[config.mk]
export PLATFORM = sky130hd
export DESIGN_NAME = display_hex_7seg
export DESIGN_NICKNAME = d
export VERILOG_FILES = /design/src/rtl/disp_pkg.sv /design/src/rtl/hex_7seg_decode.sv /design/src/rtl/display_hex_7seg.sv
export SDC_FILE = /design/constraint.sdc
export NUM_CORES = 1
export LEC_CHECK = 0
export CAP_MARGIN = 30
export CORE_MARGIN = 1.5
export CORE_UTILIZATION = 49
export CTS_CLUSTER_SIZE = 8
export DETAILED_ROUTE_END_ITERATION = 7
export HOLD_SLACK_MARGIN = 0.1
export PLACE_DENSITY_LB_ADDON = 0.3
export SLEW_MARGIN = 15
export SYNTH_ARGS = -nofsm -noshare
export SYNTH_HDL_FRONTEND = slang
export SYNTH_SLANG_ARGS = --single-unit
export TNS_END_PERCENT = 5
[constraint.sdc]
create_clock -name clk -period 1.5 [get_ports clk]
set_clock_uncertainty 0.1 [all_clocks]
set_input_delay 0.3 -clock clk [delete_from_list [all_inputs] [get_ports clk]]
set_output_delay 0.3 -clock clk [all_outputs]
set_load 0.005 [all_outputs]
[src/rtl/disp_pkg.sv]
// Shared constants and types for the 2-digit hex/direction 7-segment display.
package disp_pkg;

    localparam int unsigned SEG_W   = 7;
    localparam int unsigned AN_W    = 2;
    localparam int unsigned HEX_W   = 4;
    localparam int unsigned BLINK_W = 8;

    localparam logic [SEG_W-1:0] SEG_OFF = 7'h00;
    localparam logic [SEG_W-1:0] SEG_U   = 7'h3E;
    localparam logic [SEG_W-1:0] SEG_D   = 7'h5E;

    localparam logic [AN_W-1:0] AN_DIG0 = 2'b10;
    localparam logic [AN_W-1:0] AN_DIG1 = 2'b01;
    localparam logic [AN_W-1:0] AN_NONE = 2'b11;

    // Segment patterns {g,f,e,d,c,b,a} for hex digits 0..F
    localparam logic [SEG_W-1:0] HEX_SEG [16] = '{
        7'h3F, 7'h06, 7'h5B, 7'h4F, 7'h66, 7'h6D, 7'h7D, 7'h07,
        7'h7F, 7'h6F, 7'h77, 7'h7C, 7'h39, 7'h5E, 7'h79, 7'h71
    };

    typedef enum logic {
        BLANK   = 1'b0,
        VISIBLE = 1'b1
    } blink_state_t;

    typedef struct packed {
        logic [SEG_W-1:0] seg;
        logic [AN_W-1:0]  an;
        logic             sat;
    } disp_out_t;

endpackage

[src/rtl/hex_7seg_decode.sv]
// Combinational 4-bit hex value to 7-segment pattern lookup.
module hex_7seg_decode
    import disp_pkg::*;
(
    input  logic [HEX_W-1:0] value,
    output logic [SEG_W-1:0] seg_c
);

    always_comb begin
        seg_c = HEX_SEG[value];
    end

endmodule

[src/rtl/display_hex_7seg.sv]
// Two-digit multiplexed 7-segment driver for the hex up/down counter.
// Optional digit-0 blink on saturation is enabled by defining DISP_BLINK_EN.
module display_hex_7seg
    import disp_pkg::*;
#(
    parameter int unsigned SCAN_DIV  = 4,
    parameter int unsigned BLINK_DIV = 8
) (
    input  logic             clk,
    input  logic             rst_n,
    input  logic [HEX_W-1:0] q,
    input  logic             dir,
    output logic [SEG_W-1:0] seg,
    output logic [AN_W-1:0]  an,
    output logic             sat
);

    localparam int unsigned SCAN_W = (SCAN_DIV > 2) ? $clog2(SCAN_DIV) : 1;
    localparam logic [SCAN_W-1:0] SCAN_LAST = SCAN_W'(SCAN_DIV - 1);

    if (SCAN_DIV < 2 || SCAN_DIV > 65535 || BLINK_DIV < 1 || BLINK_DIV > 255) begin : g_bad_param
        $error("display_hex_7seg: SCAN_DIV or BLINK_DIV out of range");
    end

    logic [HEX_W-1:0]  q_r;
    logic              dir_r;
    logic [SCAN_W-1:0] scan_cnt;
    logic              digit_sel;
    logic              scan_tick_c;
    logic              sat_c;
    logic              digit0_vis_c;
    logic [SEG_W-1:0]  hex_seg_c;
    disp_out_t         out_c;

    // Stage 1: capture counter value and direction
    always_ff @(posedge clk) begin
        if (!rst_n) begin
            q_r   <= '0;
            dir_r <= 1'b0;
        end else begin
            q_r   <= q;
            dir_r <= dir;
        end
    end

    assign sat_c       = (!dir_r && (q_r == 4'hF)) || (dir_r && (q_r == 4'h0));
    assign scan_tick_c = (scan_cnt == SCAN_LAST);

    // Digit scan timing
    always_ff @(posedge clk) begin
        if (!rst_n) begin
            scan_cnt  <= '0;
            digit_sel <= 1'b0;
        end else begin
            scan_cnt  <= scan_tick_c ? '0 : scan_cnt + SCAN_W'(1);
            digit_sel <= digit_sel ^ scan_tick_c;
        end
    end

`ifdef DISP_BLINK_EN
    localparam logic [BLINK_W-1:0] BLINK_LAST = BLINK_W'(BLINK_DIV - 1);

    blink_state_t       blink_vis;
    blink_state_t       blink_vis_nx;
    logic [BLINK_W-1:0] blink_cnt;
    logic [BLINK_W-1:0] blink_cnt_nx;

    always_ff @(posedge clk) begin
        if (!rst_n) begin
            blink_vis <= VISIBLE;
            blink_cnt <= '0;
        end else begin
            blink_vis <= blink_vis_nx;
            blink_cnt <= blink_cnt_nx;
        end
    end

    // Blink phase only advances while saturated; any exit snaps back to VISIBLE
    always_comb begin
        blink_vis_nx = blink_vis;
        blink_cnt_nx = blink_cnt;
        if (!sat_c) begin
            blink_vis_nx = VISIBLE;
            blink_cnt_nx = '0;
        end else if (scan_tick_c) begin
            if (blink_cnt == BLINK_LAST) begin
                blink_cnt_nx = '0;
                case (blink_vis)
                    VISIBLE: blink_vis_nx = BLANK;
                    BLANK:   blink_vis_nx = VISIBLE;
                    default: blink_vis_nx = VISIBLE;
                endcase
            end else begin
                blink_cnt_nx = blink_cnt + BLINK_W'(1);
            end
        end
    end

    assign digit0_vis_c = (blink_vis == VISIBLE);
`else
    assign digit0_vis_c = 1'b1;
`endif

    hex_7seg_decode u_decode (
        .value (q_r),
        .seg_c (hex_seg_c)
    );

    // Stage 2: select the active digit's pattern
    always_comb begin
        out_c.seg = SEG_OFF;
        out_c.an  = AN_NONE;
        out_c.sat = sat_c;
        if (!digit_sel) begin
            out_c.an  = AN_DIG0;
            out_c.seg = digit0_vis_c ? hex_seg_c : SEG_OFF;
        end else begin
            out_c.an  = AN_DIG1;
            out_c.seg = dir_r ? SEG_D : SEG_U;
        end
    end

    always_ff @(posedge clk) begin
        if (!rst_n) begin
            seg <= SEG_OFF;
            an  <= AN_NONE;
            sat <= 1'b0;
        end else begin
            seg <= out_c.seg;
            an  <= out_c.an;
            sat <= out_c.sat;
        end
    end

endmodule

Word level (Yosys, flattened, before mapping)
Memories as Yosys holds them, arrays and structs flattened.
Cells that the tools add are included.
- bits in registers: 18
- memory bits (read-only): 112
- input port bits: 7
- output and inout bits: 10
- logic and storage cells: 25
- memories kept: 1
- $add $sub $neg: 1
- magnitude comparators: 1
- equal/unequal tests: 2
- muxes and demuxes: 4
- bitwise gates (word level): 3
- reductions and logical operators: 6
- memories (name ; depth ; width ; rd ports ; clocked after memory_dff ; wr ports ; RTL line ; text):
    (name not given) ; 16 ; 7 ; 1 ; 0 ; 0 ; hex_7seg_decode.sv:10 ; seg_c = HEX_SEG[value];
- operators with widths (cell ; count):
    7-bit 2-to-1 mux ; 3
    9-bit 2-to-1 mux ; 1
    5-bit >= comparator (second input constant) ; 1
    4-bit inverter with 5-bit output ; 1
    4-bit equality test (second input constant) ; 1
    4-bit zero test ; 1
    2-bit by 1-bit adder with 2-bit output (second input constant) ; 1
    2-bit equality test (second input constant) ; 1
    1-bit logical AND ; 2
    2-bit OR reduction ; 1
    1-bit zero test ; 1
    1-bit logical OR ; 1
    1-bit inverter ; 1
    1-bit bitwise XOR ; 1

Logic depth before layout (Yosys ltp)
- depth after elaboration: 5
- depth in mapped cells: 5
- gate-level depth less buffers: 5

By module
Synthesis repeated with hierarchy kept, for this count alone.
- cell total of the unflattened synthesis: 81
- area total of the unflattened synthesis: 847.1 um2
- by module, submodules not included (module ; times used ; cells an instance ; area each (um2) ; sequential area each (um2)):
    display_hex_7seg ; 1 ; 48 ; 564.3 ; 360.3
    hex_7seg_decode ; 1 ; 33 ; 282.8 ; 0.0

Least setup slack after synthesis
Ideal clock, no wire load.
- kind: register to register
- start point: register q_r[0]
- end point: register seg[4]
- library setup time: 124 ps
- data arrival time: 1112 ps
- required time: 1276 ps
- setup slack: 164 ps
- stages on the path, launching flop included: 6
- path buffers: 0
- clock period less this slack: 1336 ps
- cells stage by stage: dfxtp_1 inv_1 ha_1 nor2b_1 o32ai_1 a21boi_1
- word-level cells in the longest chain between the ends: 5
- ends and longest elaborated chain (element ; RTL line ; text):
    start, declared ; display_hex_7seg.sv:25 ; logic [HEX_W-1:0] q_r;
    start signal, assigned ; display_hex_7seg.sv:41 ; q_r <= q;
    4-bit inverter with 5-bit output (implied by the code) ; hex_7seg_decode.sv:10 ;
    memory read 16 x 7 bit ; - ;
    7-bit 2-to-1 mux (implied by the code) (2 in series) ; hex_7seg_decode.sv:10 ;
    9-bit 2-to-1 mux ; display_hex_7seg.sv:114 ; if (!digit_sel) begin
    end signal, assigned ; display_hex_7seg.sv:129 ; seg <= out_c.seg;
    end, declared ; display_hex_7seg.sv:13 ; output logic [SEG_W-1:0] seg,
No other way between the ends. The select of a mux whose other input is x is not followed.
A chain may end at the register's enable or synchronous reset.

Worst setup path in the final report
Same ends and word-level chain as after synthesis.

==> impl_results.md <==
- Status: finished clean
- Synth async-reset ratio: 0%
- I/O pins: 17
- Primary FF master, synth: dfxtp_1
- Wirelength per Cell: 12.2 um
- Crit path depth: 5
- Compound-Gate Fraction of Synth Area: a little over an eighth
- Vias in the first global route: roughly 550
- Vias per cell: between 5 and 6
- Final nets: 117
- Post-synth EDFFs: 0
- Count of state elements after synthesis: 18
- Final min period: roughly 1.4 ns
- Largest family of logic cells by synthesized area: simple AND/OR/NAND/NOR gates
- Synth cell types: 36
- Initial Util: 54.4%
- Hold buffer count at CTS: 0
- Total Power: ~1000 uW
- Pre-CTS setup slack: between 0.06 and 0.07 ns
- LEAKAGE: 0.000477 uW
- Hold depth: 1
- Largest area contributor in the netlist: dfxtp_1
- Core box area: 1580 um^2
- Dpl hpwl: 957 um
- Layout cell share with drive strength beyond 1: a little over an eighth
- Full die area: 2010 um^2
- Fill count: 134
- Peak supply drop: between 0.5 and 0.6 mV
- Tightest Pin Transition: 0.525 ns
- CP startpoint kind: flop
- HP Class: flop to flop
- Top-count cell post-synth: dfxtp_1
- Final setup fails: 0
- Max Cap Viol: 0
- Reg clk slew, reported paths: 0.11 ns
- Placed Area: 1020 um^2
- Number of warnings issued by yosys: 0
- CP max stage cell: dfxtp_2
- Clk root buf: clkbuf_4
- Seq/Total Area, Yosys: 42.0%
- Syn avg cell area: ~10 um^2
- Post-Synth XOR/XNOR Area: 1.02%
- Cell family with the largest share of critical-path delay: flip-flops
- WP buf/inv: 1
- Area of the multi-input gates: approximately 430 um^2
- GRT Resource Usage Total: 15.8%
- CP max stage delay: 0.39 ns
- Pin count of the biggest net entering global routing: 18
- Clk sinks: 18
- PwrDens: 954 nW/um^2
- Final count of hold timing violations: 0
- Register area: 363 um^2
- Initial antenna violation count: 0
- Antenna Nets Post-Route: 0
- Final Max Slew Viols: 0
- # DRC: 0
- Diodes inserted: 0
- Req. time, crit path: 1.59 ns
- Die Span Y: about 45 um
- Cell Rows: 14
- Routed wire length: 1.41 mm
- Syn-to-layout area delta: 22.2%
- First-pass GRT wire length: 2.36 mm
- CTS tree: built
- Mapped Area: between 800 and 900 um^2
- Vias: 639
- H-tree depth: 1
- CP cell instances: inv_1, ha_1, nor2b_1, o32ai_1, a21boi_1
- Die Width: 44.8 um
- Multiplexer area fraction after synthesis: 2.34%
- FMAX: roughly 710 MHz
- CP Max Fanout: 5
- Synth Area in Simple Gates: 20.4%
- Post-Syn Instances: 83
- Final WS setup: 0.0916 ns
- CTS buffer count: 3
- Worst skew pair latency: around 0.30 ns
- Setup bufs post-CTS: 0
- Iter 0 DRT Violations: 13
- Critical Path AT: roughly 1.5 ns
- Crit Path Class: flop to flop
- Post-Route Utilization: 66.4%
- Syn Nets: 99
- Post-Route Setup TNS: 0 ns
- RD Place Congestion: 0.781
- Synth Area in Adders: 13.1%
- Worst rel slew slack: 64.9%
- Detailed Routing Iterations Pass 1: 4
- RSZ-0062 raised after global routing: no
- Port bufs: 16
- Max Buffers Root-to-Sink: 2
- CP Capture Type: flop
- Top post-synthesis cells by area: dfxtp_1 42%, ha_1 13%, and2_1 4.4%
- Commonest cells in the netlist: 18 x dfxtp_1, 9 x ha_1, 7 x a21oi_1, 6 x and2_1, 4 x inv_1
- Post-synth top area share: 42.0%
- Worst r2r path cells: 5
- Total grt overflow: 0
- Post-route design area: 1050 um^2
- Tcrit/Tclk final: between 90 and 100%
[metrics by stage]
step           hold WS [ns]  instances
2_1_floorplan         0.289         83
4_1_cts               0.335        116
3_3_place_gp          0.318        112
6_report              0.336        116
5_1_grt               0.365        116
3_5_place_dp          0.321        112
[cells in the final DEF (no fill, tap or decap), types with 3 or more instances in the layout]
cell type	netlist	layout
and2_1	6	6
clkdlybuf4s50_1	0	6
dfxtp_1	18	16
dlygate4sd2_1	0	9
nand2_1	3	3
clkbuf_4	0	3
a21oi_1	7	7
ha_1	9	9
inv_1	4	4
[repair_timing]
item,CTS,global route
setup endpoints to repair,9,4
hold endpoints to repair,0,0
cloned,0,0
resized for setup,9,3
[worst paths after layout]
path	startpoint	end	slack, ns
setup / recovery	q_r[0]	seg[4]	0.09
hold / removal	scan_cnt[0]	scan_cnt[0]	0.34
setup reg to reg	q_r[0]	seg[4]	0.09
hold reg to reg	scan_cnt[0]	scan_cnt[0]	0.34
[flip-flops by register name, indices dropped and copies added (netlist names)]
signal / count
digit_sel: 1
seg: 7
sat: 1
an: 2
dir_r: 1
scan_cnt: 2
q_r: 4
[report_power, final]
group	leakage [uW]	internal (uW)	switching (uW)
clock network	0.0000210	148	153
logic	0.000306	90.5	65.0
registers	0.000150	517	26.3
[layer usage]
layer / vias up / wire length [um] / track usage, %
li1: 315 / - / -
met5: - / 0 / 0
met2: 23 / 640 / 26.4
met1: 299 / 684 / 20.3
met4: 0 / 21 / 7.06
met3: 2 / 68 / 2.40
[logic make-up after synthesis]
logic type,count (synthesis)
AND/OR/NAND/NOR,26
AO/OA/AOI/OAI,18
flip-flops,18
buffers and inverters,9
adder cells (fa/ha/maj),9
multiplexers,2
XOR/XNOR,1
[area by class of cell]
cell class	count	share of cell area, %
clock buffers	4	3.46
well taps	16	1.91
multi-input cells	56	41.5
repair buffers	18	17.1
inverters	4	1.43
flip-flops and latches	18	34.6
Power figures use the tool's default switching activity.
